## src/rtl/hole_wall_pkg.sv

```systemverilog
// Shared types and widths for the hole-in-the-wall round sequencer.
// Holds the state encoding and the speed-up period helper.
package hole_wall_pkg;

   localparam int DEPTH_W = 8;
   localparam int ROUND_W = 4;

   typedef enum logic [1:0] {
      IDLE,
      MOVING,
      JUDGE,
      HOLD
   } wall_state_t;

   // Step period shrinks by one frame per consecutive pass, floored at min_p.
   function automatic logic [DEPTH_W-1:0] speed_period(
      input logic [ROUND_W-1:0] round,
      input int                 base,
      input int                 min_p
   );
      int p;
      p = base - int'(round);
      if (p < min_p) p = min_p;
      return DEPTH_W'(p);
   endfunction

endpackage

```

## src/rtl/wall_depth_ctrl_frame_step_timer.sv

```systemverilog
// Frame-pulse divider: counts tick pulses and flags the one that completes
// a period. Shared by the wall movement and the result-hold timing.
module frame_step_timer
   import hole_wall_pkg::*;
#(
   parameter int W = DEPTH_W
) (
   input  logic         clk,
   input  logic         rst_n,
   input  logic         clear,
   input  logic         tick,
   input  logic [W-1:0] period,
   output logic         step
);

   logic [W-1:0] count;
   logic         at_end;

   // >= keeps the counter from running past a period that shrinks mid-count.
   assign at_end = (count >= period - W'(1));

   // NOTE: step is combinational on purpose, so the owner can act on the same
   // edge that samples the completing tick instead of one cycle later.
   assign step = tick && at_end && !clear;

   // NOTE: sequential state is written only with non-blocking assignments, so
   // every register samples the pre-edge values regardless of statement order.
   always_ff @(posedge clk or negedge rst_n) begin
      if (!rst_n) begin
         count <= '0;
      end else if (clear) begin
         count <= '0;
      end else if (tick) begin
         count <= at_end ? '0 : count + W'(1);
      end
   end

endmodule

```

## src/rtl/wall_depth_ctrl.sv

```systemverilog
// Wall round sequencer: advances the wall toward the player, judges the pose,
// then holds the verdict. Define WALL_SPEEDUP_EN to shorten the step period
// as the pass streak grows.
module wall_depth_ctrl
   import hole_wall_pkg::*;
#(
   parameter int GOAL_DEPTH       = 60,
   parameter int GOAL_DEPTH_DELTA = 10,
   parameter int MAX_WALL_DEPTH   = 75,
   parameter int BASE_PERIOD      = 8,
   parameter int MIN_PERIOD       = 2,
   parameter int HOLD_FRAMES      = 60
) (
   input  logic               clk_in,
   input  logic               rst_n_in,
   input  logic               start_in,
   input  logic               new_frame_in,
   input  logic [DEPTH_W-1:0] player_depth_in,
   input  logic               collision_in,
   output logic [DEPTH_W-1:0] wall_depth_out,
   output logic               wall_active_out,
   output logic               busy_out,
   output logic               result_valid_out,
   output logic               pass_out,
   output logic [ROUND_W-1:0] round_out
);

   localparam logic [DEPTH_W-1:0] MAX_DEPTH   = DEPTH_W'(MAX_WALL_DEPTH);
   localparam logic [DEPTH_W-1:0] HOLD_PERIOD = DEPTH_W'(HOLD_FRAMES);

   // Signed 9-bit bounds so a window reaching below zero stays meaningful.
   localparam logic signed [8:0] WIN_LO = 9'(GOAL_DEPTH - GOAL_DEPTH_DELTA);
   localparam logic signed [8:0] WIN_HI = 9'(GOAL_DEPTH + GOAL_DEPTH_DELTA);

   wall_state_t        state;
   logic [DEPTH_W-1:0] move_period;
   logic [DEPTH_W-1:0] timer_period;
   logic               timer_clear;
   logic               step;
   logic               trigger;
   logic               judge_pass;
   logic signed [8:0]  player_s;

`ifdef WALL_SPEEDUP_EN
   always_ff @(posedge clk_in or negedge rst_n_in) begin
      if (!rst_n_in) begin
         move_period <= DEPTH_W'(BASE_PERIOD);
      end else if (state == IDLE && start_in) begin
         move_period <= speed_period(round_out, BASE_PERIOD, MIN_PERIOD);
      end
   end
`else
   assign move_period = DEPTH_W'(BASE_PERIOD);
`endif

   // The timer is held clear outside the counting states, so a frame pulse
   // coinciding with start or with the judgement cycle is never counted.
   assign timer_clear  = (state == IDLE) || (state == JUDGE);
   assign timer_period = (state == HOLD) ? HOLD_PERIOD : move_period;

   frame_step_timer #(.W(DEPTH_W)) u_timer (
      .clk    (clk_in),
      .rst_n  (rst_n_in),
      .clear  (timer_clear),
      .tick   (new_frame_in),
      .period (timer_period),
      .step   (step)
   );

   assign player_s   = signed'({1'b0, player_depth_in});
   assign trigger    = (wall_depth_out >= player_depth_in) || (wall_depth_out == MAX_DEPTH);
   assign judge_pass = (player_s >= WIN_LO) && (player_s <= WIN_HI) && !collision_in;

   always_ff @(posedge clk_in or negedge rst_n_in) begin
      if (!rst_n_in) begin
         state            <= IDLE;
         wall_depth_out   <= '0;
         wall_active_out  <= 1'b0;
         busy_out         <= 1'b0;
         result_valid_out <= 1'b0;
         pass_out         <= 1'b0;
         round_out        <= '0;
      end else begin
         result_valid_out <= 1'b0;
         case (state)
            IDLE: begin
               if (start_in) begin
                  state           <= MOVING;
                  wall_depth_out  <= '0;
                  wall_active_out <= 1'b1;
                  busy_out        <= 1'b1;
               end
            end
            MOVING: begin
               // Trigger sees the already-updated depth, so it takes priority.
               if (trigger) begin
                  state           <= JUDGE;
                  wall_active_out <= 1'b0;
               end else if (step && wall_depth_out < MAX_DEPTH) begin
                  wall_depth_out <= wall_depth_out + DEPTH_W'(1);
               end
            end
            JUDGE: begin
               result_valid_out <= 1'b1;
               pass_out         <= judge_pass;
               if (judge_pass) begin
                  if (round_out != '1) round_out <= round_out + ROUND_W'(1);
               end else begin
                  round_out <= '0;
               end
               state <= HOLD;
            end
            HOLD: begin
               if (step) begin
                  state    <= IDLE;
                  busy_out <= 1'b0;
               end
            end
            default: state <= IDLE;
         endcase
      end
   end

endmodule

```

## config.mk

```make
export PLATFORM = sky130hd
export DESIGN_NAME = wall_depth_ctrl
export DESIGN_NICKNAME = d
export VERILOG_FILES = /design/src/rtl/hole_wall_pkg.sv /design/src/rtl/wall_depth_ctrl_frame_step_timer.sv /design/src/rtl/wall_depth_ctrl.sv
export SDC_FILE = /design/constraint.sdc
export NUM_CORES = 1
export LEC_CHECK = 0
export ABC_CLOCK_PERIOD_IN_PS = 7400
export BUFFER_PORTS_ARGS = -buffer_cell sky130_fd_sc_hd__buf_2
export CORE_MARGIN = 5
export CORE_UTILIZATION = 40
export CTS_BUF_LIST = sky130_fd_sc_hd__clkbuf_8
export CTS_CLUSTER_SIZE = 8
export DETAILED_ROUTE_END_ITERATION = 6
export PLACE_DENSITY = 0.61
export RECOVER_POWER = 50
export SKIP_LAST_GASP = 1
export SLEW_MARGIN = 10
export SYNTH_ARGS = -nofsm -noshare
export SYNTH_HDL_FRONTEND = slang
export SYNTH_SLANG_ARGS = --single-unit
```

## constraint.sdc

```tcl
create_clock -name clk_in -period 7.4 [get_ports clk_in]
set_input_delay 1.48 -clock clk_in [delete_from_list [all_inputs] [get_ports clk_in]]
set_output_delay 1.48 -clock clk_in [all_outputs]
set_load 0.1 [all_outputs]
```

==> reports/qor.csv, run 1 <==
stage,metric,value,unit
run_status,outcome,"complete, no violations",
global_route,grtUsageTotal,12.9,%
logic_synthesis,synth_cell_types,44,
worst_setup_path,worstPathMaxFanout,6,
power,peakVddDrop,0.120,mV
route,drc_errors,0,
clock_tree,clockRootBuffer,clkbuf_8,
route,vias_per_cell,5.44,
logic_synthesis,netlist_area,1790,um^2
floorplan,start_util,41.1,%
global_route,grt_pass1_vias,1424,
floorplan,die_w,76.9,um
place,gp_congestion,0.854,
route,routed_wl,3.64,mm
logic_synthesis,synth_cells,189,
clock_tree,clock_latency,0.27,ns
route,dr.pass1.iters,4,
cells_and_area,area_delta_synth_final,12.7,%
place,io_buffers,28,
route,vias,1457,
logic_synthesis,synth_fp_nets,222,
sta,setup_tns,0,ns
cells_and_area,drive_gt1_share,18.1,%
floorplan,ioPinCount,29,
power,cellPowerDensity,239,nW/um^2
sta,fin_worst_skew,0.00352,ns
sta,max_freq,0.311,GHz
global_route,grt_overflow,0,
sta,setup_viol,0,
logic_synthesis,yosysSeqAreaShare,36.3,%
sta,slew_viol_final,0,
clock_tree,ctsResizeCount,0,
clock_tree,tritoncts,yes,
floorplan,fp.coreArea,4350,um^2
sta,rsz0062_at_grt,false,
clock_tree,clock_sinks,26,
clock_tree,hold_buffers,0,
power,p_leak,1.02,nW
floorplan,die-area,5920,um^2
global_route,grt_pass1_wl,6.46,mm
global_route,grt_max_degree,27,
cells_and_area,nets,250,
logic_synthesis,ys.flop_type,dfrtp_1,
worst_setup_path,critPathArrivalTime,3.38,ns
sta,fin_ws,4.19,ns
sta,fin_crit_sh,43.4,%
cells_and_area,stdcell_area,2020,um^2
place,place_area,1980,um^2
route,wl_per_cell,13.6,um
worst_hold_path,min_path_type,flip-flop to flip-flop,
logic_synthesis,synth_async_sr_flop_share,100,%
job,drv_cap,0,
clock_tree,clkTransAtPathRegs,0.09,ns
logic_synthesis,yosysWarnings,0,
place,pre_cts_slack,4.14,ns
clock_tree,cts_setup_buffers,0,
route,antenna_left,0,
sta,slew_headroom,9.16,%
floorplan,row_count,24,
logic_synthesis,synth-edff-count,0,
worst_setup_path,end_kind,flip-flop,
sta,post-route-min-period,3.21,ns
clock_tree,clk_path_buf_depth,2,
power,total_power,0.000482,W
place,place_hpwl,2.76,mm
global_route,antenna_found_initial,0,
clock_tree,htreeDepth,1,
floorplan,die_height,76.9,um
sta,tightest_slew,1.36,ns
logic_synthesis,synth_seq_cells,26,
sta,holdWs,0.511,ns
clock_tree,cts_made_buffers,3,
logic_synthesis,postSynthAreaPerCell,9.48,um^2
worst_setup_path,crit_required,7.56,ns
worst_setup_path,worst-setup-path-type,flip-flop to flip-flop,
cells_and_area,diodes,0,
sta,hold_viol_final,0,
route,drt_iter0_drc,41,
worst_setup_path,cp-start-kind,flip-flop,
## through the flow
| step | instances | utilization, % |
|---|---|---|
| floorplan | 189 | - |
| global placement | 264 | 45.4 |
| detailed placement | 264 | 45.4 |
| CTS | 268 | 46.6 |
| global route | 268 | 46.4 |
| finish | 268 | 46.4 |
## state kept, by name, indices dropped and copies added (netlist names)
signal,flops
wall_depth_out,8
busy_out,1
state,2
pass_out,1
wall_active_out,1
u_timer.count,8
round_out,4
result_valid_out,1
## critical path: stages, from the launching register on
cell and delay, ns:
dfrtp_1 0.44, ha_1 0.29, inv_1 0.12, ha_1 0.31, a2111oi_0 0.59, o21ai_0 0.40
and4b_1 0.37, and2_1 0.24, a221o_1 0.33
## metal layers
layer / global-route usage (%) / vias up / wire [um]
li1: - / 757 / -
met1: 16.6 / 674 / 1820
met2: 21.7 / 22 / 1630
met3: 3.28 / 4 / 162
met4: 2.62 / 0 / 29
met5: 0 / - / 0
## cell usage in the layout, fill, tap and decap left out, types with 2 or more instances in the layout
cell type	instances
nand2_1	13
a31oi_1	2
a21oi_1	15
or2_2	3
clkbuf_8	4
nor2b_1	2
nand2b_1	4
nor3_1	6
and3_1	9
buf_2	24
dfrtp_1	26
nand3_1	7
clkbuf_1	4
a221o_1	4
nand4b_1	5
nor2_1	6
a2111oi_0	2
ha_1	20
a22o_1	2
a211oi_1	2
o21ai_0	13
mux2_2	6
o211ai_1	2
inv_1	15
## Yosys cell counts, drive strengths merged (4+ instances only)
cell    number  area [um^2]
o21ai       13         65.1
ha          20          250
nor2         6         22.5
nand2       13         48.8
mux2         6         67.6
nor3         6         30.0
a21oi       15         75.1
and3         9         56.3
inv         15         56.3
nand2b       4         25.0
a221o        4         40.0
nand3        7         35.0
nand4b       5         43.8
or2          4         25.0
dfrtp       26          651
## cells by family (layout without fill, tap and decap cells)
kind of cell / after synthesis / in the layout / synth area share (%)
buffers and inverters: 20 / 47 / 4.33
adders and majority gates: 20 / 20 / 14.0
and+or+nand+nor: 64 / 64 / 20.1
muxes: 7 / 7 / 4.33
AOI/OAI and AO/OA: 52 / 52 / 20.9
DFF: 26 / 26 / 36.3
## final timing paths
path                                     endpoint  cells after the start  slack, ns     start
worst max-delay path            wall_depth_out[3]                      8       4.19  state[0]
worst max register to register  wall_depth_out[3]                      8       4.19  state[0]
min in group asynchronous            round_out[2]                      1       1.49  rst_n_in
worst min-delay path                     pass_out                      1       0.51  pass_out
max in group asynchronous                state[1]                      1       5.10  rst_n_in
worst min register to register           pass_out                      1       0.51  pass_out
## final cells by class
class / count / area, um^2
multi-input combinational: 143 / 1060
timing repair buffer: 28 / 135
tap: 52 / 65.1
fill: 431 / 2330
inverter: 15 / 56.3
clock buffer: 4 / 55.1
sequential: 26 / 651
## power by group
| part | switching (W) | total [W] | internal (W) |
|---|---|---|---|
| clock | 0.0000455 | 0.0000931 | 0.0000476 |
| sequential | 0.0000160 | 0.000175 | 0.000159 |
| combinational | 0.000143 | 0.000214 | 0.0000706 |
No activity file was read; power rests on OpenSTA's default activity.
==> inputs of run 2 (changes only) <==
- ABC_AREA: not set -> 1
- ABC_CLOCK_PERIOD_IN_PS: 7400 -> 3000
- clock period: 7.4 -> 3 ns (I/O delays scaled with it)
==> run 2 against run 1 <==
  * Cell area rose by 0.62%
  * Critical path depth grew 4
  * Die area decreased by 0.23%
  * Cell count rose by 21%
  * Critical endpoint is now wall_depth_out[0]
  * Largest cell class unchanged
==> reports/qor.csv, run 2 <==
stage,metric,value,unit,change
clock_tree,clkTransAtPathRegs,0.09,ns,about the same
power,total_power,0.00164,W,was 0.000482 W
cells_and_area,nets,307,,was 250
worst_setup_path,worst-setup-path-type,flip-flop to flip-flop,,unchanged
worst_setup_path,worstPathMaxFanout,9,,was 6
logic_synthesis,postSynthAreaPerCell,7.38,um^2,was 9.48 um^2
clock_tree,hold_buffers,0,,unchanged
power,cellPowerDensity,805,nW/um^2,was 239 nW/um^2
power,peakVddDrop,0.470,mV,was 0.120 mV
route,antenna_left,0,,unchanged
route,vias_per_cell,4.71,,was 5.44
sta,hold_viol_final,0,,unchanged
logic_synthesis,synth_top_area_share,36.4,%,was 36.3%
logic_synthesis,ys.flop_type,dfrtp_1,,unchanged
worst_hold_path,min_path_type,flip-flop to flip-flop,,unchanged
worst_setup_path,crit_required,3.16,ns,was 7.56 ns
sta,fin_worst_skew,0.00761,ns,was 0.00352 ns
clock_tree,cts_setup_buffers,0,,unchanged
clock_tree,clock_latency,0.27,ns,about the same
sta,tightest_slew,1.43,ns,was 1.36 ns
floorplan,fp.coreArea,4350,um^2,unchanged
sta,post-route-min-period,2.11,ns,was 3.21 ns
clock_tree,cts_made_buffers,3,,unchanged
run_status,outcome,"complete, no violations",,unchanged
global_route,grtUsageTotal,12.6,%,was 12.9%
logic_synthesis,yosysSeqAreaShare,36.4,%,was 36.3%
clock_tree,ctsResizeCount,0,,unchanged
floorplan,start_util,41.0,%,was 41.1%
route,drc_errors,0,,unchanged
global_route,grt_max_degree,27,,unchanged
route,routed_wl,3.54,mm,was 3.64 mm
cells_and_area,layout_commonest_cell,nand2_1,,was dfrtp_1
route,vias,1532,,was 1457
clock_tree,clk_path_buf_depth,2,,unchanged
power,p_leak,1.13,nW,was 1.02 nW
logic_synthesis,synth_seq_cells,26,,unchanged
global_route,grt_pass1_wl,6.20,mm,was 6.46 mm
sta,holdWs,0.478,ns,was 0.511 ns
cells_and_area,final_cell_mix,"nand2_1 (70), inv_1 (28), dfrtp_1 (26), buf_2 (25), nor2_1 (23)",,"was dfrtp_1 (26), buf_2 (24), ha_1 (20), inv_1 (15), a21oi_1 (15)"
worst_setup_path,max_stage_delay,0.43,ns,was 0.59 ns
sta,fin_ws,0.891,ns,was 4.19 ns
logic_synthesis,yosysMostFrequentCell,nand2_1,,was dfrtp_1
power,seq_power_share,29.7,%,was 36.3%
global_route,grt_pass1_vias,1408,,was 1424
logic_synthesis,synth_cells,242,,was 189
power,p_int,0.000764,W,was 0.000277 W
cells_and_area,area_delta_synth_final,13.7,%,was 12.7%
sta,slew_viol_final,0,,unchanged
sta,fin_crit_sh,70.3,%,was 43.4%
worst_setup_path,critPathArrivalTime,2.27,ns,was 3.38 ns
floorplan,die_w,76.8,um,was 76.9 um
place,io_buffers,28,,unchanged
cells_and_area,drive_gt1_share,14.3,%,was 18.1%
power,swShare,53.3,%,was 42.5%
place,gp_congestion,0.807,,was 0.854
sta,max_freq,0.474,GHz,was 0.311 GHz
logic_synthesis,synth.area.top_cells,"dfrtp_1 (36%), nand2_1 (15%), ha_1 (14%), nand3_1 (6.2%), inv_1 (5.9%)",,"was dfrtp_1 (36%), ha_1 (14%), a21oi_1 (4.2%), mux2_2 (3.8%), o21ai_0 (3.4%)"
logic_synthesis,synth-edff-count,0,,unchanged
logic_synthesis,netlist_area,1790,um^2,about the same
worst_setup_path,cp_cell_sequence,ha_1 > inv_1 > ha_1 > nand2_1 > nor2_1 > nand2_1 > nand2_1 > nand2_1 > o21ai_4 > nand2_4 > nand2_1 > nand2_1,,was ha_1 > inv_1 > ha_1 > a2111oi_0 > o21ai_0 > and4b_1 > and2_1 > a221o_1
worst_setup_path,crit_path_frequent_cell,nand2_1,,was ha_1
route,dr.pass1.iters,4,,unchanged
clock_tree,htreeDepth,1,,unchanged
clock_tree,tritoncts,yes,,unchanged
route,wl_per_cell,10.9,um,was 13.6 um
global_route,grt_overflow,0,,unchanged
worst_setup_path,cp_slowest_cell,dfrtp_1,,was a2111oi_0
cells_and_area,diodes,0,,unchanged
clock_tree,clock_sinks,26,,unchanged
place,pre_cts_slack,0.899,ns,was 4.14 ns
sta,setup_viol,0,,unchanged
power,pwr-share-comb,56.4,%,was 44.4%
clock_tree,clockRootBuffer,clkbuf_8,,unchanged
logic_synthesis,synth_fp_nets,275,,was 222
floorplan,die-area,5900,um^2,was 5920 um^2
logic_synthesis,synth_async_sr_flop_share,100,%,unchanged
route,drt_iter0_drc,39,,was 41
cells_and_area,largestRegisters,"u_timer.count (8), wall_depth_out (8), round_out (4)",,unchanged
power,power.switching,0.000872,W,was 0.000205 W
logic_synthesis,yosysWarnings,0,,unchanged
logic_synthesis,yosysTopAreaCell,dfrtp_1,,unchanged
logic_synthesis,yosys-top-cells-count,"nand2_1 (70), inv_1 (28), dfrtp_1 (26), nor2_1 (23), nand3_1 (22)",,"was dfrtp_1 (26), ha_1 (20), a21oi_1 (15), inv_1 (15), nand2_1 (13)"
place,place_hpwl,2.82,mm,was 2.76 mm
job,drv_cap,0,,unchanged
floorplan,die_height,76.8,um,was 76.9 um
floorplan,ioPinCount,29,,unchanged
sta,rsz0062_at_grt,false,,unchanged
worst_setup_path,end_kind,flip-flop,,unchanged
floorplan,row_count,24,,unchanged
sta,slew_headroom,4.70,%,was 9.16%
power,p_clk_share,13.9,%,was 19.3%
worst_setup_path,cp-start-kind,flip-flop,,unchanged
global_route,antenna_found_initial,0,,unchanged
logic_synthesis,synth_cell_types,27,,was 44
sta,setup_tns,0,ns,unchanged
## run 2: cell count changes after synthesis, sizes merged, moves of 5 or more
cell,change
nand2,+59
nor2,+18
inv,+17
nand3,+15
and3,-8
mux2,-6
nand4b,-5
## run 2: final cells by class
class | instances | area, um^2
Sequential cell | 26 | 651
Timing Repair Buffer | 28 | 136
Tap cell | 52 | 65.1
Inverter | 32 | 120
Clock buffer | 4 | 55.1
Multi-Input combinational cell | 183 | 1000
Fill cell | 423 | 2320
## run 2: worst paths after layout
check	from	end	slack [ns]	cells past startpoint
worst max-delay path	state[1]	wall_depth_out[0]	0.89	12
worst min-delay path	busy_out	busy_out	0.48	2
worst max register to register	state[1]	wall_depth_out[0]	0.89	12
worst min register to register	busy_out	busy_out	0.48	2
max in group asynchronous	rst_n_in	u_timer.count[6]	1.52	1
min in group asynchronous	rst_n_in	round_out[1]	0.65	1
## run 2: cells by family (layout without fill, tap and decap cells)
logic type | count (synthesis) | after routing | share of synthesized area, %
AND/OR/NAND/NOR | 131 | 131 | 31.4
buffers and inverters | 33 | 64 | 7.35
AO/OA/AOI/OAI | 30 | 30 | 9.87
flip-flops | 26 | 26 | 36.4
adder cells (fa/ha/maj) | 20 | 20 | 14.0
XOR/XNOR | 2 | 2 | 0.981
## run 2: per-stage QoR
step / std cells / area, um^2 / util (%)
floorplan: 242 / 1790 / -
global placement: 321 / 1980 / 45.5
detailed placement: 321 / 1980 / 45.5
CTS: 325 / 2040 / 46.8
global route: 325 / 2030 / 46.7
finish: 325 / 2030 / 46.7
## run 2: power by group through the flow
stage	Combinational [W]	Clock (W)	Sequential, W
2_1_floorplan	0.000469	0	0.000780
3_3_place_gp	0.000931	0	0.000491
3_5_place_dp	0.000933	0	0.000494
4_1_cts	0.000935	0.000235	0.000487
5_1_grt	0.00102	0.000253	0.000505
6_report	0.000922	0.000227	0.000487
## run 2: worst max-delay path, delay by kind of cell (launching register included)
family / cells / cell delay, ns
AND/OR/NAND/NOR: 8 / 0.63
adder cells (fa/ha/maj): 2 / 0.56
flip-flops: 1 / 0.43
AO/OA/AOI/OAI: 1 / 0.27
buffers and inverters: 1 / 0.10
## run 2: per-layer routing
metal	wire length, um	vias up	GRT usage, %	part of all wire, %
li1	-	846	-	-
met1	1820	665	17.2	51
met2	1580	17	20.3	45
met3	105	4	2.22	3.0
met4	39	0	3.67	1.1
met5	0	-	0	0
==> inputs of run 3 (changes only) <==
- ABC_CLOCK_PERIOD_IN_PS: 3000 -> 1880
- PLACE_DENSITY: 0.61 -> 0.63
- clock period: 3 -> 1.88 ns (I/O delays scaled with it)
==> run 3 against run 2 <==
  * The flow now finishes with violations (setup timing)
  * Maximum frequency increased by 8.0%
  * Register-to-register slack got worse by 0.96 ns
  * Clock power increased by 38%
  * Via count increased by 12%
  * Clock skew decreased by 0.0059 ns
  * Critical endpoint is now wall_depth_out[3]
  * Largest cell class unchanged
==> reports/qor.csv, run 3 (same netlist as run 2, synthesis figures left out) <==
stage,metric,value,unit,change
run_status,outcome,"complete, but fails checks",,"was complete, no violations"
run_status,violations,setup timing,,
power,cellPowerDensity,1290,nW/um^2,was 805 nW/um^2
cells_and_area,fillers,432,,was 423
global_route,grt_use_met3,2.93,%,was 2.22%
route,dr.pass1.iters,4,,unchanged
floorplan,start_util,41.0,%,unchanged
route,routed_wl,4.22,mm,was 3.54 mm
cells_and_area,drive_gt1_share,26.6,%,was 14.3%
sta,slew_headroom,6.75,%,was 4.70%
clock_tree,clockRootBuffer,clkbuf_8,,unchanged
sta,rsz0062_at_grt,true,,was false
route,vias_per_cell,5.06,,was 4.71
global_route,grt_overflow,0,,unchanged
clock_tree,clkTransAtPathRegs,0.09,ns,about the same
clock_tree,hold_buffers,0,,unchanged
worst_setup_path,cp-start-kind,flip-flop,,unchanged
sta,max_freq,0.512,GHz,was 0.474 GHz
worst_hold_path,min_path_cells,3,,was 2
worst_setup_path,crit_required,2.09,ns,was 3.16 ns
worst_setup_path,worstPathMaxFanout,3,,was 9
clock_tree,clk_path_buf_depth,2,,unchanged
sta,fin_crit_sh,104,%,was 70.3%
worst_setup_path,end_kind,flip-flop,,unchanged
cells_and_area,largestRegisters,"u_timer.count (8), wall_depth_out (8), round_out (4)",,unchanged
worst_setup_path,critPathArrivalTime,2.16,ns,was 2.27 ns
cells_and_area,final_core_util,51.1,%,was 46.7%
clock_tree,cts_made_buffers,3,,unchanged
worst_setup_path,r2r_start,state[0],,was state[1]
floorplan,die_w,76.8,um,unchanged
power,p_leak,1.20,nW,was 1.13 nW
place,pre_cts_slack,-0.0394,ns,was 0.899 ns
cells_and_area,stdcell_area,2220,um^2,was 2030 um^2
power,peakVddDrop,0.668,mV,was 0.470 mV
route,antenna_left,0,,unchanged
sta,setup_viol,7,,was 0
sta,fin_ws,-0.0729,ns,was 0.891 ns
global_route,grt.busiest_layer,met2,,unchanged
clock_tree,clock_latency,0.26,ns,was 0.27 ns
route,drc_errors,0,,unchanged
cells_and_area,layout_commonest_cell,nand2_1,,unchanged
global_route,grt_pass1_wl,7.02,mm,was 6.20 mm
cells_and_area,diodes,0,,unchanged
floorplan,fp.coreArea,4350,um^2,unchanged
cells_and_area,register_area,663,um^2,was 651 um^2
cells_and_area,nets,320,,was 307
place,place_hpwl,3.21,mm,was 2.82 mm
route,drt_iter0_drc,91,,was 39
cells_and_area,final_cell_mix,"nand2_1 (63), inv_1 (28), buf_2 (27), nor2_1 (23), nand3_1 (21)",,"was nand2_1 (70), inv_1 (28), dfrtp_1 (26), buf_2 (25), nor2_1 (23)"
worst_setup_path,r2r_cells,12,,unchanged
clock_tree,clock_sinks,26,,unchanged
global_route,grt_pass1_vias,1584,,was 1408
sta,slew_viol_final,0,,unchanged
sta,tightest_slew,1.40,ns,was 1.43 ns
route,wl_per_cell,12.5,um,was 10.9 um
worst_hold_path,min_to,u_timer.count[1],,was busy_out
worst_setup_path,reg2reg_slack,-0.07,ns,was 0.89 ns
clock_tree,htreeDepth,1,,unchanged
global_route,antenna_found_initial,0,,unchanged
route,vias,1709,,was 1532
floorplan,die-area,5900,um^2,unchanged
global_route,grt_max_degree,27,,unchanged
place,place_area,2080,um^2,was 1980 um^2
worst_setup_path,worst-setup-path-type,flip-flop to flip-flop,,unchanged
clock_tree,tritoncts,yes,,unchanged
worst_hold_path,min_path_type,input port to flip-flop,,was flip-flop to flip-flop
global_route,grtUsageTotal,14.1,%,was 12.6%
floorplan,ioPinCount,29,,unchanged
floorplan,row_count,24,,unchanged
place,io_buffers,28,,unchanged
global_route,grt.met2_usage,23.2,%,was 20.3%
worst_hold_path,worst_hold_startpoint,new_frame_in,,was busy_out
sta,hold_viol_final,0,,unchanged
sta,fin_worst_skew,0.00171,ns,was 0.00761 ns
worst_setup_path,r2r-end,wall_depth_out[3],,was wall_depth_out[0]
floorplan,die_height,76.8,um,unchanged
cells_and_area,area_delta_synth_final,24.4,%,was 13.7%
job,drv_cap,0,,unchanged
cells_and_area,multi_input_area,1100,um^2,was 1000 um^2
global_route,gr-usage-met1,18.6,%,was 17.2%
place,gp_congestion,0.853,,was 0.807
sta,post-route-min-period,1.95,ns,was 2.11 ns
[run 3: changes by cell type in the layout (fill, tap and decap cells not counted), moves of 4 or more]
cell     previous run  this run
nand2_2             1         7
dfrtp_2             0        10
nand2_1            70        63
ha_1               20        16
buf_4               0        10
dfrtp_1            26        16
[run 3: power by group]
part	internal, W	switching, W
Clock	0.000146	0.000168
Sequential	0.000678	0.0000851
Combinational	0.000532	0.00127
Total	0.00136	0.00152
[run 3: cell type report]
| cell class | count | area share, % |
|---|---|---|
| Clock buffer | 3 | 1.86 |
| Clock inverter | 1 | 0.169 |
| Inverter | 32 | 5.51 |
| Multi-Input combinational cell | 184 | 49.4 |
| Sequential cell | 26 | 29.8 |
| Tap cell | 52 | 2.93 |
| Timing Repair Buffer | 40 | 10.3 |
[run 3: how the worst max path moves through the flow]
stage	start	to	slack, ns	cells past startpoint
after floorplan	state[0]	wall_depth_out[5]	0.006	12
after CTS	state[0]	state[0]	-0.01	12
final	state[0]	wall_depth_out[3]	-0.07	12
after global placement	state[1]	wall_depth_out[1]	0.005	12
after global routing	state[0]	wall_depth_out[2]	-0.19	12
after detailed placement	state[0]	wall_depth_out[4]	-0.04	12
[run 3: critical path, cell delays in order (launching register included)]
cell	delay, ns
dfrtp_1	0.37
ha_2	0.23
inv_4	0.07
ha_4	0.28
nand3_2	0.07
nand2_1	0.07
nand2_1	0.06
nand2_2	0.12
nand2_4	0.09
o21ai_4	0.23
buf_4	0.15
nand3_1	0.08
nand2_1	0.07
[run 3: timing repair]
action / CTS / global route
gates cloned: 1 / 0
hold endpoints to repair: 0 / 0
resized for setup: 1 / 15
pin swaps: 1 / 17
buffers inserted: 0 / 2
endpoints found under the setup margin: 8 / 18
[run 3: through the flow]
step / TNS (ns) / hold WS [ns] / power (W) / std cells
after floorplan: 0 / 0.0804 / 0.00201 / 242
after CTS: -0.0390 / 0.128 / 0.00276 / 336
after detailed placement: -0.264 / 0.424 / 0.00240 / 331
after global placement: 0 / 0.416 / 0.00236 / 331
final: -0.413 / 0.382 / 0.00288 / 338
after global routing: -1.74 / 0.415 / 0.00310 / 338
[run 3: metal layers]
layer	vias up	wire length [um]
met2	37	2130
met4	0	32
met3	4	196
met1	786	1860
li1	882	-
met5	-	0
